$ cat src/rtl/tinyqv_mem_arbiter.sv
// Shares one memory controller port between the CPU's instruction fetch and its data port.
// Fetch issues 16-bit reads from a self-incrementing pointer. Data pre-empts fetch once FETCH_MIN halfwords are done.
module tinyqv_mem_arbiter #(
    parameter int FETCH_MIN = 2
) (
    input  logic        clk,
    input  logic        rstn,

    input  logic [23:1] instr_addr,
    input  logic        instr_fetch_restart,
    input  logic        instr_fetch_stall,
    input  logic        instr_fetch_flush,
    output logic        instr_fetch_started,
    output logic        instr_fetch_stopped,
    output logic [15:0] instr_data,
    output logic        instr_ready,

    input  logic [23:0] data_addr,
    input  logic [1:0]  data_write_n,
    input  logic [1:0]  data_read_n,
    input  logic [31:0] data_wdata,
    output logic        data_ready,
    output logic [31:0] data_rdata,

    output logic [23:0] mem_addr,
    output logic [1:0]  mem_write_n,
    output logic [1:0]  mem_read_n,
    output logic [31:0] mem_wdata,
    input  logic        mem_ready,
    input  logic [31:0] mem_rdata
);

    typedef enum logic [1:0] {IDLE, FETCH, DATA, GAP} state_t;

    state_t      state_q, state_d;
    logic        gap_to_data_q, gap_to_data_d;
    logic [23:0] fetch_ptr_q, fetch_ptr_d;
    logic [3:0]  count_q, count_d;
    logic        discard_q, discard_d;
    logic [23:0] mem_addr_q, mem_addr_d;
    logic [1:0]  mem_read_n_q, mem_read_n_d;
    logic [1:0]  mem_write_n_q, mem_write_n_d;
    logic [31:0] mem_wdata_q, mem_wdata_d;
    logic        started_q, started_d;
    logic        stopped_q, stopped_d;

    logic data_pending;
    logic quota_met;

    assign data_pending = (data_read_n != 2'b11) || (data_write_n != 2'b11);
    // count_q is the number already completed, so +1 includes the one finishing now
    assign quota_met    = ({1'b0, count_q} + 5'd1) >= 5'(FETCH_MIN);

    always_comb begin
        state_d       = state_q;
        gap_to_data_d = gap_to_data_q;
        fetch_ptr_d   = fetch_ptr_q;
        count_d       = count_q;
        discard_d     = discard_q;
        mem_addr_d    = mem_addr_q;
        mem_read_n_d  = mem_read_n_q;
        mem_write_n_d = mem_write_n_q;
        mem_wdata_d   = mem_wdata_q;
        started_d     = 1'b0;
        stopped_d     = 1'b0;

        case (state_q)
            IDLE: begin
                if (data_pending) begin
                    state_d       = DATA;
                    mem_addr_d    = data_addr;
                    mem_read_n_d  = data_read_n;
                    mem_write_n_d = data_write_n;
                    mem_wdata_d   = data_wdata;
                end else if (instr_fetch_restart && !instr_fetch_stall) begin
                    state_d      = FETCH;
                    fetch_ptr_d  = {instr_addr, 1'b0};
                    mem_addr_d   = {instr_addr, 1'b0};
                    mem_read_n_d = 2'b01;
                    count_d      = 4'd0;
                    discard_d    = 1'b0;
                    started_d    = 1'b1;
                end
            end

            FETCH: begin
                if (instr_fetch_flush) begin
                    discard_d = 1'b1;
                end
                if (mem_ready) begin
                    mem_read_n_d = 2'b11;
                    fetch_ptr_d  = fetch_ptr_q + 24'd2;
                    count_d      = (count_q == 4'd15) ? count_q : count_q + 4'd1;
                    if (discard_q || instr_fetch_flush) begin
                        state_d   = IDLE;
                        stopped_d = 1'b1;
                        discard_d = 1'b0;
                    end else if (data_pending && quota_met) begin
                        state_d       = GAP;
                        gap_to_data_d = 1'b1;
                        stopped_d     = 1'b1;
                    end else if (instr_fetch_stall) begin
                        state_d   = IDLE;
                        stopped_d = 1'b1;
                    end else begin
                        state_d       = GAP;
                        gap_to_data_d = 1'b0;
                    end
                end
            end

            GAP: begin
                if (gap_to_data_q) begin
                    if (data_pending) begin
                        state_d       = DATA;
                        mem_addr_d    = data_addr;
                        mem_read_n_d  = data_read_n;
                        mem_write_n_d = data_write_n;
                        mem_wdata_d   = data_wdata;
                    end else begin
                        state_d = IDLE;
                    end
                end else if (instr_fetch_flush) begin
                    // Fetch is still considered active here, so abandoning it must report stopped
                    state_d   = IDLE;
                    stopped_d = 1'b1;
                end else begin
                    state_d      = FETCH;
                    mem_addr_d   = fetch_ptr_q;
                    mem_read_n_d = 2'b01;
                end
            end

            DATA: begin
                if (mem_ready) begin
                    state_d       = IDLE;
                    mem_read_n_d  = 2'b11;
                    mem_write_n_d = 2'b11;
                end
            end

            default: state_d = IDLE;
        endcase
    end

    always_ff @(posedge clk) begin
        if (!rstn) begin
            state_q       <= IDLE;
            gap_to_data_q <= 1'b0;
            fetch_ptr_q   <= 24'd0;
            count_q       <= 4'd0;
            discard_q     <= 1'b0;
            mem_addr_q    <= 24'd0;
            mem_read_n_q  <= 2'b11;
            mem_write_n_q <= 2'b11;
            mem_wdata_q   <= 32'd0;
            started_q     <= 1'b0;
            stopped_q     <= 1'b0;
        end else begin
            state_q       <= state_d;
            gap_to_data_q <= gap_to_data_d;
            fetch_ptr_q   <= fetch_ptr_d;
            count_q       <= count_d;
            discard_q     <= discard_d;
            mem_addr_q    <= mem_addr_d;
            mem_read_n_q  <= mem_read_n_d;
            mem_write_n_q <= mem_write_n_d;
            mem_wdata_q   <= mem_wdata_d;
            started_q     <= started_d;
            stopped_q     <= stopped_d;
        end
    end

    assign mem_addr            = mem_addr_q;
    assign mem_read_n          = mem_read_n_q;
    assign mem_write_n         = mem_write_n_q;
    assign mem_wdata           = mem_wdata_q;
    assign instr_fetch_started = started_q;
    assign instr_fetch_stopped = stopped_q;

    assign instr_ready = (state_q == FETCH) && mem_ready && !discard_q;
    assign instr_data  = mem_rdata[15:0];
    assign data_ready  = (state_q == DATA) && mem_ready;
    assign data_rdata  = mem_rdata;

endmodule

$ cat config.mk
export PLATFORM = sky130hd
export DESIGN_NAME = tinyqv_mem_arbiter
export DESIGN_NICKNAME = d
export VERILOG_FILES = /design/src/rtl/tinyqv_mem_arbiter.sv
export SDC_FILE = /design/constraint.sdc
export NUM_CORES = 1
export LEC_CHECK = 0
export ABC_AREA = 1
export CORE_UTILIZATION = 39
export DETAILED_ROUTE_END_ITERATION = 7
export PLACE_DENSITY = 0.83
export REMOVE_ABC_BUFFERS = 1
export SYNTH_ARGS = -nofsm -noshare
export SYNTH_HDL_FRONTEND = slang
export SYNTH_SLANG_ARGS = --single-unit
$ cat constraint.sdc
create_clock -name clk -period 1.9 [get_ports clk]
set_clock_uncertainty 0.2 [all_clocks]
set_input_delay 0.19 -clock clk [delete_from_list [all_inputs] [get_ports clk]]
set_output_delay 0.19 -clock clk [all_outputs]
set_load 0.05 [all_outputs]
==> flow_metrics.py <==
metrics = {
    "die": {
        "dieArea_sq_um": 14200,
        "core_area_sq_um": 13300,
        "placementRows": 42,
        "start_util_pct": 40.2,
        "ios": 233,
        "die-width_um": 119,
        "die_h_um": 119,
    },
    "cells_and_area": {
        "drive_gt1_share_pct": 22.2,
        "area_delta_synth_final_pct": 46.0,
        "seq_area_sq_um": 1860,
        "final_util_pct": 58.7,
        "diodes": 0,
        "fillCellCount": 1163,
        "multi_input_area_sq_um": 2970,
        "final_nets": 1074,
    },
    "synthesis": {
        "yosysTopAreaCellShare_pct": 34.7,
        "synthTopCellsByArea": "dfxtp_1, nor2_1, o21ai_0",
        "synth.avg_cell_area_sq_um": 6.74,
        "synth_commonest_cells": "nor2_1, o21ai_0, nand2_1",
        "ys_types": 35,
        "muxShareOfSynthArea_pct": 0.746,
        "synth_seq_cells": 93,
        "yosysSeqAreaShare_pct": 34.7,
        "syn-instance-count": 796,
        "synth_compound_area_share_pct": 19.0,
        "ys.warnings.count": 0,
        "synth_top_family_by_area": "simple AND/OR/NAND/NOR gates",
        "synth_simple_gate_area_share_pct": 28.8,
        "synth_edf_count": 0,
        "synth_fa_ha_area_share_pct": 1.63,
        "synthFlopType": "dfxtp_1",
        "synth_area_leader_cell": "dfxtp_1",
        "syn_area_sq_um": 5370,
        "async_reset_ff_share_pct": 0,
        "synth_xor_area_share_pct": 0.979,
        "yosysMostFrequentCell": "nor2_1",
    },
    "timing": {
        "fmax_mhz": 520,
        "finalCriticalPeriod_ps": 1920,
        "maxSlewHeadroom_pct": 64.3,
        "setup_viol": 10,
        "hold_viol_final": 0,
        "slew_viol_final": 0,
        "min_period_over_period_pct": 101,
        "timing.final.ws_setup_ps": -23.3,
        "hold_slack_ps": 71.0,
        "tightest_slew_ps": 535,
        "rsz0062_at_grt": "yes",
    },
    "worst_setup_path": {
        "cp.required_ps": 1990,
        "arrival_ps": 2020,
        "worstSetupEndpointType": "flop",
        "cp_max_fo": 6,
        "reg2reg_depth": 13,
        "path_class": "reg -> reg",
        "start_kind": "flop",
    },
    "hold_path": {
        "holdPathStages": 3,
        "hold_class": "in -> reg",
    },
    "placed_design": {
        "finalWeightedCongestion": 0.923,
        "io_buffer_count": 152,
        "dp_hpwl_um": 13800,
    },
    "detailed_routing": {
        "wl_per_cell_um": 17.1,
        "vias_per_cell": 5.31,
        "via_count": 5982,
        "drt-total-wl_um": 19300,
        "drt_iter0_markers": 503,
        "ant_nets": 0,
        "drc": 0,
        "drt-pass1-iter-count": 5,
    },
    "power": {
        "powerDensity_nw_per_um2": 1720,
        "p_total_mw": 13.4,
        "combPwrFrac_pct": 60.5,
        "swShare_pct": 48.1,
        "ir_worst_vdd_v": 0.000738,
        "p_clk_share_pct": 15.1,
        "p_sw_mw": 6.46,
        "intPower_mw": 6.98,
        "pwr-share-seq_pct": 24.4,
        "leakage_nw": 3.50,
    },
    "clock_tree": {
        "clock_latency_ps": 350,
        "numCtsBuffers": 9,
        "htreeDepth": 3,
        "clkTransAtPathRegs_ps": 70,
        "root_buffer": "clkbuf_16",
        "cts_num_sinks": 93,
        "cts_tree": "built",
        "ctsHoldBuffers": 0,
        "cts_buffer_depth": 2,
    },
    "global_route": {
        "gr-total-overflow": 0,
        "grt_pass1_vias": 5428,
        "grt_usage_pct": 25.7,
        "grt_pass1_wl_um": 28700,
        "grt_max_degree": 37,
        "antenna_found_initial": 0,
    },
    "outcome": {
        "outcome": "finished with violations",
        "violations": "negative setup slack",
    },
    "run": {
        "drv_cap": 0,
    },
}
-- cell families after synthesis --
group                    Yosys count
adder cells (fa/ha/maj)            7
flip-flops                        93
XOR/XNOR                           6
buffers and inverters            143
AND/OR/NAND/NOR                  364
AO/OA/AOI/OAI                    179
multiplexers                       4
-- placed cells by master, fill, tap and decap left out, drive strengths merged --
cell             n
clkbuf          13
a31oi            2
nor2           194
o2111ai          1
clkdlybuf4s50   93
nor3            14
a21oi            9
o21ai          136
bufinv           2
o211ai           2
nand3b           1
xor2             6
dfxtp           93
nand4           15
nor4             1
o21a             2
clkinv           2
ha               7
dlymetal6s2s    19
buf            108
nand3           34
mux2i            4
inv             61
nor3b            1
o22ai            4
nand2          104
a22oi           23
-- metrics by stage --
stage / area (sq um) / instances / setup TNS, ps / setup WS [ps]
5_1_grt: 7830 / 1127 / -2670 / -105
6_report: 7830 / 1127 / -87.0 / -23.3
4_1_cts: 7490 / 1123 / -0.272 / -0.272
3_3_place_gp: 7040 / 1103 / -6020 / -157
3_5_place_dp: 7040 / 1103 / -10170 / -201
2_1_floorplan: 4830 / 712 / -82630 / -1070
-- final timing paths --
kind	slack [ps]	from	endpoint
setup / recovery	-20	state_q[1]	mem_addr[1]
hold / removal	70	rstn	mem_wdata[11]
setup reg to reg	-20	state_q[1]	mem_addr[1]
hold reg to reg	260	mem_read_n[0]	mem_read_n[0]
-- worst max-delay path, cell delays in order (launching register included) --
cell and delay (ps):
dfxtp_2 340, buf_6 120, ha_4 170, inv_4 60
nor2_4 40, inv_2 70, nor2_4 40, nor2_2 120
nand2_2 80, nor2_4 150, buf_8 170, clkbuf_16 160
o21ai_1 60, nor2_1 90
-- sequential cells by signal, indices dropped and copies added, names as in the netlist --
signal / cells
mem_wdata: 32
mem_addr: 24
fetch_ptr_q: 23
count_q: 4
mem_read_n: 2
mem_write_n: 2
state_q: 2
discard_q: 1
gap_to_data_q: 1
instr_fetch_started: 1
instr_fetch_stopped: 1
-- power by group through the flow --
stage	Sequential (mW)	Clock (mW)	Combinational (mW)
floorplan	5.14	0	2.35
global placement	3.23	0	7.01
detailed placement	3.24	0	7.10
CTS	3.22	2.03	7.49
global route	3.35	2.14	8.63
finish	3.27	2.04	8.13
-- layer usage --
metal	vias up	wire, um	track usage [%]
met5	-	114	6.99
met4	5	337	7.19
met3	33	1870	8.91
met2	288	8610	39.1
met1	2776	8350	33.7
li1	2880	-	-
-- repair_timing --
action / 4_1_cts / 5_1_grt
cloned: 1 / 3
setup endpoints to repair: 77 / 109
gates resized for setup: 40 / 96
buffers inserted: 3 / 1
pin swaps: 5 / 19
-- final cells by class --
type                       count  share of cell area, %
clock buffer                  10                   3.05
timing repair buffer         223                   28.3
sequential                    93                   23.8
inverter                      59                   2.92
multi-input combinational    560                   37.9
clock inverter                 6                   1.17
tap                          176                   2.81
(Power assumes the default switching activity.)
